[src/rtl/rv_fetch_unit.sv]
// rv_fetch_unit: decoupled RV32 fetch front end (PC generator, pipelined imem port, prefetch FIFO).
// Optional macro FETCH_BYPASS_EN forwards a response straight to decode when the FIFO is empty.
module rv_fetch_unit #(
    parameter int unsigned     XLEN            = 32,
    parameter logic [XLEN-1:0] RESET_VECTOR    = '0,
    parameter int unsigned     FIFO_DEPTH      = 4,
    parameter int unsigned     MAX_OUTSTANDING = 2
) (
    input  logic                            clk,
    input  logic                            reset,
    input  logic                            redirect_valid_in,
    input  logic [XLEN-1:0]                 redirect_pc_in,
    output logic                            imem_req_out,
    output logic [XLEN-1:0]                 imem_addr_out,
    input  logic                            imem_gnt_in,
    input  logic                            imem_rvalid_in,
    input  logic [31:0]                     imem_rdata_in,
    output logic                            inst_valid_out,
    output logic [31:0]                     inst_out,
    output logic [XLEN-1:0]                 inst_pc_out,
    input  logic                            inst_ready_in,
    output logic [$clog2(FIFO_DEPTH):0]     fifo_count_out
);
    localparam int unsigned     AW      = $clog2(FIFO_DEPTH);
    localparam int unsigned     CW      = AW + 1;
    localparam logic [CW:0]     DEPTH_C = (CW+1)'(FIFO_DEPTH);
    localparam logic [CW-1:0]   MAX_C   = CW'(MAX_OUTSTANDING);

    logic [XLEN-1:0] fetch_pc;
    logic [XLEN-1:0] resp_pc;
    logic [CW-1:0]   outstanding;
    logic [CW-1:0]   drop_cnt;
    logic [CW-1:0]   wr_ptr;
    logic [CW-1:0]   rd_ptr;
    logic [CW-1:0]   count;
    logic [CW:0]     credit;
    logic [31:0]     data_q [FIFO_DEPTH];
    logic [XLEN-1:0] pc_q   [FIFO_DEPTH];
    logic            fifo_empty;
    logic            rsp_fire;
    logic            rsp_live;
    logic            issue;
    logic            push;
    logic            pop_fifo;

    assign count      = wr_ptr - rd_ptr;
    assign fifo_empty = (count == '0);
    assign rsp_fire   = imem_rvalid_in && (outstanding != '0);
    assign rsp_live   = rsp_fire && (drop_cnt == '0) && !redirect_valid_in;

    // Live in-flight responses plus stored entries must fit: each grant reserves a slot.
    assign credit       = {1'b0, outstanding - drop_cnt} + {1'b0, count};
    assign imem_req_out = !reset && !redirect_valid_in && (outstanding < MAX_C) && (credit < DEPTH_C);
    assign imem_addr_out  = fetch_pc;
    assign issue          = imem_req_out && imem_gnt_in;
    assign fifo_count_out = reset ? '0 : count;

    always_comb begin
        inst_valid_out = 1'b0;
        inst_out       = '0;
        inst_pc_out    = '0;
        if (!reset && !redirect_valid_in) begin
            if (!fifo_empty) begin
                inst_valid_out = 1'b1;
                inst_out       = data_q[rd_ptr[AW-1:0]];
                inst_pc_out    = pc_q[rd_ptr[AW-1:0]];
            end
`ifdef FETCH_BYPASS_EN
            else if (rsp_live) begin
                inst_valid_out = 1'b1;
                inst_out       = imem_rdata_in;
                inst_pc_out    = resp_pc;
            end
`endif
        end
    end

    assign pop_fifo = inst_valid_out && inst_ready_in && !fifo_empty;
`ifdef FETCH_BYPASS_EN
    assign push = rsp_live && !(fifo_empty && inst_ready_in);
`else
    assign push = rsp_live;
`endif

    always_ff @(posedge clk) begin
        if (reset) begin
            fetch_pc    <= RESET_VECTOR;
            resp_pc     <= RESET_VECTOR;
            outstanding <= '0;
            drop_cnt    <= '0;
            wr_ptr      <= '0;
            rd_ptr      <= '0;
        end else begin
            outstanding <= outstanding + CW'(issue) - CW'(rsp_fire);
            if (redirect_valid_in) begin
                fetch_pc <= redirect_pc_in;
                resp_pc  <= redirect_pc_in;
                drop_cnt <= outstanding - CW'(rsp_fire);
                wr_ptr   <= '0;
                rd_ptr   <= '0;
            end else begin
                if (issue)
                    fetch_pc <= fetch_pc + XLEN'(4);
                if (rsp_fire && (drop_cnt != '0))
                    drop_cnt <= drop_cnt - CW'(1);
                if (rsp_live)
                    resp_pc <= resp_pc + XLEN'(4);
                if (push)
                    wr_ptr <= wr_ptr + CW'(1);
                if (pop_fifo)
                    rd_ptr <= rd_ptr + CW'(1);
            end
        end
    end

    always_ff @(posedge clk) begin
        if (push) begin
            data_q[wr_ptr[AW-1:0]] <= imem_rdata_in;
            pc_q[wr_ptr[AW-1:0]]   <= resp_pc;
        end
    end

endmodule

[config.mk]
export PLATFORM = sky130hd
export DESIGN_NAME = rv_fetch_unit
export DESIGN_NICKNAME = d
export VERILOG_FILES = /design/src/rtl/rv_fetch_unit.sv
export SDC_FILE = /design/constraint.sdc
export NUM_CORES = 1
export LEC_CHECK = 0
export BUFFER_PORTS_ARGS = -buffer_cell sky130_fd_sc_hd__buf_2
export CAP_MARGIN = 20
export CORE_MARGIN = 2
export CORE_UTILIZATION = 45
export CTS_BUF_LIST = sky130_fd_sc_hd__clkbuf_8
export DETAILED_ROUTE_END_ITERATION = 12
export GPL_TIMING_DRIVEN = 0
export PLACE_DENSITY = 0.69
export SLEW_MARGIN = 20
export SYNTH_ARGS = -nofsm -noshare
export SYNTH_HDL_FRONTEND = slang
export SYNTH_SLANG_ARGS = --single-unit
export TNS_END_PERCENT = 5
[constraint.sdc]
create_clock -name clk -period 4.6 [get_ports clk]
set_input_delay 0.92 -clock clk [delete_from_list [all_inputs] [get_ports clk]]
set_output_delay 0.92 -clock clk [all_outputs]
set_load 0.005 [all_outputs]
==> After elaboration in Yosys (flattened, before gate mapping) <==
Memories as Yosys holds them, arrays and structs flattened. A register that Yosys moved wholly into a read port is not among the register bits.
Index checks and enable logic that the tools add are counted.
{ "totals": {"regBits": 76, "ramBits": 256, "input_bits": 70, "output_inout_bits": 101, "elab_cells": 61, "n_memories": 2} }
{ "memory_table": {"columns": ["name", "words", "width", "rd", "rd_ports_with_merged_regs", "wr", "line_no", "source"], "rows": [
  ["data_q", 4, 32, 1, 1, 1, "37", "logic [31:0] data_q [FIFO_DEPTH];"],
  ["pc_q", 4, 32, 1, 1, 1, "38", "logic [XLEN-1:0] pc_q [FIFO_DEPTH];"]
]} }
{ "op_classes": {"add_sub_neg": 11, "order_cmp": 2, "muxes": 19, "reduce_logical": 21} }
{ "op_table": {"columns": ["op", "count"], "rows": [
  ["$mux 32", 8],
  ["$add 32x3->32 const B", 2],
  ["$logic_and 1x1->1", 10],
  ["$mux 3", 3],
  ["$mux 2", 4],
  ["$add 3x1->3 const B", 2],
  ["$logic_not 3->1", 2],
  ["$reduce_bool 2->1", 3],
  ["$reduce_bool 3->1", 2],
  ["$sub 3x1->3", 2],
  ["$sub 3x3->3", 2],
  ["$add 3x3->4", 1],
  ["$lt 4x3->1 const B", 1],
  ["$mux 1", 4],
  ["$add 3x1->3", 1],
  ["$logic_not 1->1", 3],
  ["$lt 3x2->1 const B", 1],
  ["$sub 3x1->3 const B", 1],
  ["$reduce_or 2->1", 1]
]} }

==> Logic depth before layout (Yosys ltp) <==
Gate-level depths: netlist (run 1).
{ "depth": {"depth_word": 8, "ltp_mapped": 20, "mapped_depth_nobuf": 17} }

==> Worst setup path before layout (run 1) <==
Ideal clock, no wire load.
{ "synth_path": {"kind": "register -> register", "startpoint": "reg wr_ptr[0]", "endpoint": "reg outstanding[2]", "setup_time_ns": 0.128, "arrival_time_ns": 3.539, "required_time_ns": 4.472, "path_slack_ns": 0.933, "stages_incl_launch_ff": 21, "n_path_buf": 3, "synth_period_minus_slack_ns": 3.667, "cell_sequence": "dfxtp_1 > inv_1 > ha_1 > inv_1 > fa_1 > xor3_1 > inv_1 > ha_1 > nor4b_1 > and4_1 > buf_4 > inv_1 > buf_4 > buf_2 > ha_1 > inv_1 > ha_1 > inv_1 > fa_1 > xnor2_1 > nor2_1"} }
{ "synth_via": {"elab_chain_len": 7} }
{ "synth_rtl": {"columns": ["item", "line_no", "source"], "rows": [
  ["start, declared", "33", "logic [CW-1:0] wr_ptr;"],
  ["start signal, assigned", "109", "wr_ptr <= wr_ptr + CW'(1);"],
  ["$sub 3x3->3", "46", "assign count = wr_ptr - rd_ptr;"],
  ["$add 3x3->4", "52", "assign credit = {1'b0, outstanding - drop_cnt} + {1'b0, count};"],
  ["$lt 4x3->1", "53", "assign imem_req_out = !reset && !redirect_valid_in && (outstanding < MAX_C) && (credit < DEPTH_C);"],
  ["$logic_and 1x1->1", "53", null],
  ["$logic_and 1x1->1", "55", "assign issue = imem_req_out && imem_gnt_in;"],
  ["$add 3x1->3", "94", "outstanding <= outstanding + CW'(issue) - CW'(rsp_fire);"],
  ["$sub 3x1->3", "94", null],
  ["end signal, assigned", "94", null],
  ["end, declared", "31", "logic [CW-1:0] outstanding;"]
]} }
Every way passes these cells.
A chain may end at the register's enable or synchronous reset.

==> Worst setup path after layout (run 1) <==
{ "layout_path": {"startpoint": "reg wr_ptr[0]", "endpoint": "out inst_out[23]"} }
{ "layout_via": {"elab_chain_len": 4} }
{ "layout_rtl": {"columns": ["item", "line_no", "source"], "rows": [
  ["$sub 3x3->3", "46", null],
  ["$logic_not 3->1", "47", "assign fifo_empty = (count == '0);"],
  ["$mux 32", "63", "if (!fifo_empty) begin"],
  ["$mux 32", "62", "if (!reset && !redirect_valid_in) begin"],
  ["end, declared", "19", "output logic [31:0] inst_out,"]
]} }
Every way passes these cells.

==> results of run 1 <==
[stage by stage]
| step | power (mW) | instance area (um2) | setup WS [ns] | utilization | hold WS [ns] |
|---|---|---|---|---|---|
| after floorplan | 4.061 | 14160 | 0.9331 | - | 0.4461 |
| after global placement | 4.346 | 15510 | -0.4056 | 0.5031 | 0.4476 |
| after detailed placement | 4.367 | 15600 | 0.5050 | 0.5060 | 0.4528 |
| after CTS | 6.593 | 16550 | 0.08670 | 0.5367 | 0.4673 |
| after global routing | 6.840 | 16540 | 0.1348 | 0.5366 | 0.4953 |
| final | 6.530 | 16540 | 0.4561 | 0.5366 | 0.4596 |
[final cells by class]
type,count,area [um2]
multi-input combinational,529,4557
clock inverter,42,175.2
buffer,53,217.7
fill,2577,14290
timing repair buffer,174,930.9
sequential,334,9249
tap,396,495.5
clock buffer,56,770.7
inverter,39,146.4
[kinds of logic after synthesis]
logic type | Yosys count
flops | 334
simple gates | 272
compound gates | 116
buf+inv | 93
mux | 67
xor+xnor | 53
fa+ha+maj | 21
[synthesized netlist by cell type (all sizes together) (14+ instances only)]
cell,instances
a21oi,33
a21boi,29
nor3,15
inv,38
ha,18
and3,72
nor4,15
nand2,45
clkbuf,40
nor2,44
mux4,64
nand3,21
edfxtp,256
xnor2,40
nand4,15
buf,14
dfxtp,78
[worst max-delay path, delay by kind of cell (launching register included)]
family | cells | cell delay, ns
buf+inv | 4 | 0.67
simple gates | 3 | 0.94
fa+ha+maj | 2 | 0.65
flops | 1 | 0.40
[registers in the layout, summed over array words and instances (netlist names), named ones only]
signal	count
pc_q	128
drop_cnt	3
rd_ptr	3
resp_pc	32
outstanding	3
imem_addr_out	32
wr_ptr	3
data_q	128
[cell usage in the layout, fill, tap and decap left out, types with 10 or more instances in the layout]
cell type / Yosys / final
dfxtp_1: 78 / 78
edfxtp_1: 256 / 256
a21oi_1: 33 / 33
xnor2_1: 40 / 40
a211oi_1: 13 / 13
and3_1: 72 / 72
o21ai_0: 13 / 13
nor2_1: 44 / 44
clkbuf_1: 40 / 39
buf_2: 9 / 179
nor4_1: 10 / 10
inv_1: 38 / 60
clkbuf_8: 0 / 56
nor3_1: 15 / 15
nand2_1: 45 / 45
ha_1: 18 / 18
a21boi_0: 26 / 26
a31oi_1: 10 / 10
mux4_2: 64 / 64
nand3_1: 20 / 20
nand4_1: 14 / 14
xor2_1: 12 / 12
clkinv_1: 1 / 12
[final timing paths]
path / start / to / slack (ns) / cells after the start
hold / removal: imem_addr_out[0]$_SDFFE_PP0P_ / imem_addr_out[0]$_SDFFE_PP0P_ / 0.46 / 2
setup reg to reg: wr_ptr[0]$_SDFFE_PN0P_ / outstanding[2]$_SDFF_PP0_ / 0.52 / 20
hold reg to reg: imem_addr_out[0]$_SDFFE_PP0P_ / imem_addr_out[0]$_SDFFE_PP0P_ / 0.46 / 2
setup / recovery: wr_ptr[0]$_SDFFE_PN0P_ / inst_out[23] / 0.46 / 9
[layer usage]
metal | global-route usage | part of all wire | vias to the layer above
met1 | 0.2799 | 0.45 | 4394
met4 | 0.05366 | 0.020 | 0
met2 | 0.3036 | 0.46 | 379
met3 | 0.03430 | 0.076 | 51
li1 | - | - | 4158
met5 | 0 | 0 | -
[what timing repair did]
action,in CTS,in global routing
resized for setup,0,0
setup endpoints to repair,0,1
setup buffers,0,0
[power breakdown]
| part | internal, mW | switching (mW) | total (mW) |
|---|---|---|---|
| Combinational | 0.343 | 0.436 | 0.779 |
| Clock | 1.13 | 1.11 | 2.24 |
| Sequential | 3.40 | 0.115 | 3.52 |
| Total | 4.87 | 1.66 | 6.53 |
==> flow_summary.json, run 1 <==
{
  "outcome": "complete, no violations",
  "seq_area_frac_synth": 0.6530,
  "synth_area_leaders": "edfxtp_1 54%, dfxtp_1 11%, mux4_2 10%",
  "synth_edf_count": 256,
  "cts_tree": "yes",
  "hold_path_class": "flop to flop",
  "maxCapViolCount": 0,
  "synth_seq_cells": 334,
  "syn-num-nets": 1047,
  "syn-mean-instance-area_um2": 14.82,
  "crit_path_top_delay_cell": "nand2_1",
  "final_hold_viol_count": 0,
  "cp-start-kind": "flop",
  "fin_crit_sh": 0.9008,
  "ys_types": 61,
  "worstPathRequired_ns": 3.68,
  "finClkSkew_ns": 0.02782,
  "layout.cells.non_filler": 1623,
  "crit_type": "flop to output port",
  "worstSkewPairLatency_ns": 0.58,
  "synth_top_family_by_area": "simple AND/OR/NAND/NOR gates",
  "grt_max_degree": 40,
  "die_w_um": 181.4,
  "layout-drive-gt1-share": 0.2706,
  "drt_first_iter_violations": 579,
  "p_per_area_nw_per_um2": 394.8,
  "vias": 8982,
  "synth-simple-area-share": 0.1096,
  "clk_pin_slew_ns": 0.06,
  "grt_pass1_vias": 8904,
  "io_buffers": 170,
  "cts_htree_levels": 2,
  "slew_viol_final": 0,
  "leakagePower_nw": 6.107,
  "cts_root_buffer": "clkbuf_8",
  "yosys.area.top_type_share": 0.5428,
  "route.detailed.drc": 0,
  "synth_cells": 956,
  "pin_count": 171,
  "coreArea_um2": 30830,
  "gp_congestion": 0.9189,
  "diodes": 0,
  "grt_usage": 0.1935,
  "synth_ff_type": "edfxtp_1",
  "dieHeight_um": 181.4,
  "yosysTopAreaCell": "edfxtp_1",
  "maxSlewHeadroom": 0.3059,
  "period_needed_ns": 4.144,
  "cts_hold_buf": 0,
  "antenna_found_initial": 1,
  "async_flop_share": 0,
  "synth_adder_area_share": 0.02014,
  "cp-end-kind": "output port",
  "slowest_delay_ns": 0.48,
  "worst_pin_slew_ns": 1.032,
  "initial_core_util": 0.4594,
  "clock_sinks": 334,
  "viasPerCell": 5.534,
  "rsz0062_at_grt": "false",
  "critPathMaxFanout": 12,
  "crit_arrival_ns": 3.22,
  "num_rows": 64,
  "synthToLayoutAreaGrowth_pct": 16.79,
  "hpwl_mm": 21.69,
  "drtAntennaViolNets": 0,
  "wl_mm": 31.70,
  "yosysWarnings": 0,
  "cts.path.max_buffers": 3,
  "fmax_mhz": 241.3,
  "syn-cell-area_um2": 14160,
  "num-nets-final": 1276,
  "dieArea_um2": 32910,
  "vdd_drop_max_mv": 0.1849,
  "numCtsBuffers": 54,
  "crit_chain": "inv_1 > ha_1 > inv_1 > fa_1 > nor2b_1 > nand2_1 > clkbuf_1 > and3_1 > buf_2",
  "setup-tns-final_ns": 0,
  "grt_pass1_wl_mm": 49.71,
  "drtPass1Iterations": 5,
  "synth_compound_area_frac": 0.05353,
  "crit_path_frequent_cell": "inv_1",
  "synthXorXnorAreaFrac": 0.03383,
  "setup_viol": 0,
  "placed_cells": 1526,
  "post_drt_wl_per_cell_um": 19.53,
  "grt_overflow": 0,
  "synth.area.mux_share": 0.1039
}
(Power assumes the default switching activity.)
==> run 2, diff against run 1 <==
CTS_BUF_LIST = sky130_fd_sc_hd__clkbuf_4   (was sky130_fd_sc_hd__clkbuf_8)
==> run 2 against run 1 <==
Against the previous run: critical path depth is the same; sequential power is essentially flat; global-route usage grew 0.42 points; total power grew 4.6%; first-iteration DRC count grew 5.7%; clock power grew 13%; worst setup slack lost 0.13 ns; cell count grew 3.3%; utilization grew 0.55 points; count of clock-buffer cells in the layout grew 75; non-clock buffer count is the same; critical endpoint is now inst_out[22]; largest power group unchanged.
==> flow_summary.json, run 2 (synthesis results as in run 1) <==
{
  "outcome": "complete, no violations",
  "dieArea_um2": 32910,
  "io_buffers": 170,
  "crit_path_top_delay_cell": "nand2_1",
  "rr_worst_depth": 20,
  "grt_pass1_vias": 9227,
  "worst_pin_slew_ns": 1.053,
  "cts_hold_buf": 0,
  "clock_sinks": 334,
  "finClkSkew_ns": 0.05552,
  "final_hold_viol_count": 0,
  "route.detailed.drc": 0,
  "cp_num_buf_inv": 4,
  "antenna_found_initial": 2,
  "crit_chain": "inv_1 > ha_1 > inv_1 > fa_1 > nor2b_1 > nand2_1 > clkbuf_1 > and3_1 > buf_2",
  "dpl-instance-area_um2": 15600,
  "placed_cells": 1526,
  "layout-drive-gt1-share": 0.3195,
  "post_drt_wl_per_cell_um": 19.24,
  "postCtsResizedCells": 0,
  "synthToLayoutAreaGrowth_pct": 17.99,
  "viasPerCell": 5.460,
  "drtAntennaViolNets": 0,
  "grt_pass1_wl_mm": 50.61,
  "slowest_delay_ns": 0.48,
  "cts_root_buffer": "clkbuf_4",
  "drt_first_iter_violations": 612,
  "hold-path-endpoint": "data_q[0][25]$_DFFE_PP_",
  "coreArea_um2": 30830,
  "grt_usage": 0.1977,
  "gp_congestion": 0.9189,
  "vias": 9157,
  "dieHeight_um": 181.4,
  "final_area_um2": 16710,
  "die_w_um": 181.4,
  "wl_mm": 32.26,
  "vdd_drop_max_mv": 0.1431,
  "pin_count": 171,
  "crit_arrival_ns": 3.36,
  "maxSlewHeadroom": 0.2916,
  "hold_path_class": "input port to flop",
  "mostFrequentLayoutCell": "edfxtp_1",
  "maxCapViolCount": 0,
  "num_rows": 64,
  "grt_overflow": 0,
  "slew_viol_final": 0,
  "post-route-util": 0.5421,
  "hpwl_mm": 21.69,
  "layout.cells.non_filler": 1677,
  "fin_crit_sh": 0.9294,
  "setup-tns-final_ns": 0,
  "clk_pin_slew_ns": 0.07,
  "post_cts_buffers": 0,
  "reg2reg_slack_ns": 0.50,
  "num-nets-final": 1308,
  "leakagePower_nw": 6.201,
  "layout_common_cells": "256 x edfxtp_1, 179 x buf_2, 131 x clkbuf_4, 78 x dfxtp_1, 72 x and3_1",
  "fmax_mhz": 233.9,
  "power_mw": 6.833,
  "numCtsBuffers": 86,
  "worstReg2RegEnd": "outstanding[2]$_SDFF_PP0_",
  "cts_htree_levels": 3,
  "cp-end-kind": "output port",
  "reg2reg_from": "wr_ptr[0]$_SDFFE_PN0P_",
  "period_needed_ns": 4.275,
  "grt_max_degree": 40,
  "worstHoldStart": "imem_rdata_in[25]",
  "worstPathRequired_ns": 3.68,
  "drtPass1Iterations": 7,
  "rsz0062_at_grt": "false",
  "holdPathStages": 1,
  "critPathMaxFanout": 12,
  "cp-start-kind": "flop",
  "crit_type": "flop to output port",
  "p_per_area_nw_per_um2": 408.9,
  "cts_tree": "yes",
  "worstSkewPairLatency_ns": 0.71,
  "setup_viol": 0,
  "path_delay_family": "simple AND/OR/NAND/NOR gates",
  "initial_core_util": 0.4594,
  "crit_path_frequent_cell": "inv_1",
  "cts.path.max_buffers": 3
}
[run 2: metrics by stage]
stage,hold slack (ns),setup slack [ns]
6_report,0.4389,0.3250
5_1_grt,0.3684,0.04489
4_1_cts,0.3720,0.1953
3_5_place_dp,0.4528,0.5050
3_3_place_gp,0.4476,-0.4056
2_1_floorplan,0.4461,0.9331
[run 2: layout make-up]
| cell class | count | area [um2] |
|---|---|---|
| multi-input cells | 529 | 4557 |
| diodes | 1 | 2.502 |
| flip-flops and latches | 334 | 9249 |
| clock buffers | 131 | 983.4 |
| fillers | 2581 | 14120 |
| plain buffers | 53 | 217.7 |
| well taps | 396 | 495.5 |
| repair buffers | 174 | 930.9 |
| inverters | 39 | 146.4 |
| clock inverters | 20 | 130.1 |
[run 2: worst max path at each step]
stage / cells after the start / slack (ns) / startpoint / to
2_1_floorplan: 20 / 0.93 / wr_ptr[0]$_SDFFE_PN0P_ / outstanding[2]$_SDFF_PP0_
4_1_cts: 9 / 0.20 / wr_ptr[0]$_SDFFE_PN0P_ / inst_pc_out[16]
3_3_place_gp: 4 / -0.41 / redirect_valid_in / pc_q[3][13]$_DFFE_PP_
6_report: 9 / 0.32 / wr_ptr[0]$_SDFFE_PN0P_ / inst_out[22]
3_5_place_dp: 20 / 0.51 / wr_ptr[0]$_SDFFE_PN0P_ / outstanding[2]$_SDFF_PP0_
5_1_grt: 9 / 0.04 / wr_ptr[0]$_SDFFE_PN0P_ / inst_out[23]
[run 2: worst register-to-register path, delay by kind of cell (launching register included)]
kind | cells | cell delay, ns
buffers and inverters | 9 | 0.94
AND/OR/NAND/NOR | 3 | 0.59
adder cells (fa/ha/maj) | 6 | 1.62
flip-flops | 1 | 0.35
XOR/XNOR | 2 | 0.44
[run 2: metal layers]
layer | global-route usage | vias up | wire (um)
met5 | 0 | - | 0
met1 | 0.2808 | 4438 | 14260
met3 | 0.04593 | 51 | 2737
li1 | - | 4258 | -
met2 | 0.3039 | 410 | 14720
met4 | 0.06309 | 0 | 534
[run 2: power breakdown]
part / internal [mW] / total, mW / switching (mW) / leakage (nW)
combinational: 0.343 / 0.780 / 0.437 / 2.57
clock: 1.36 / 2.54 / 1.18 / 0.663
sequential: 3.40 / 3.51 / 0.116 / 2.97
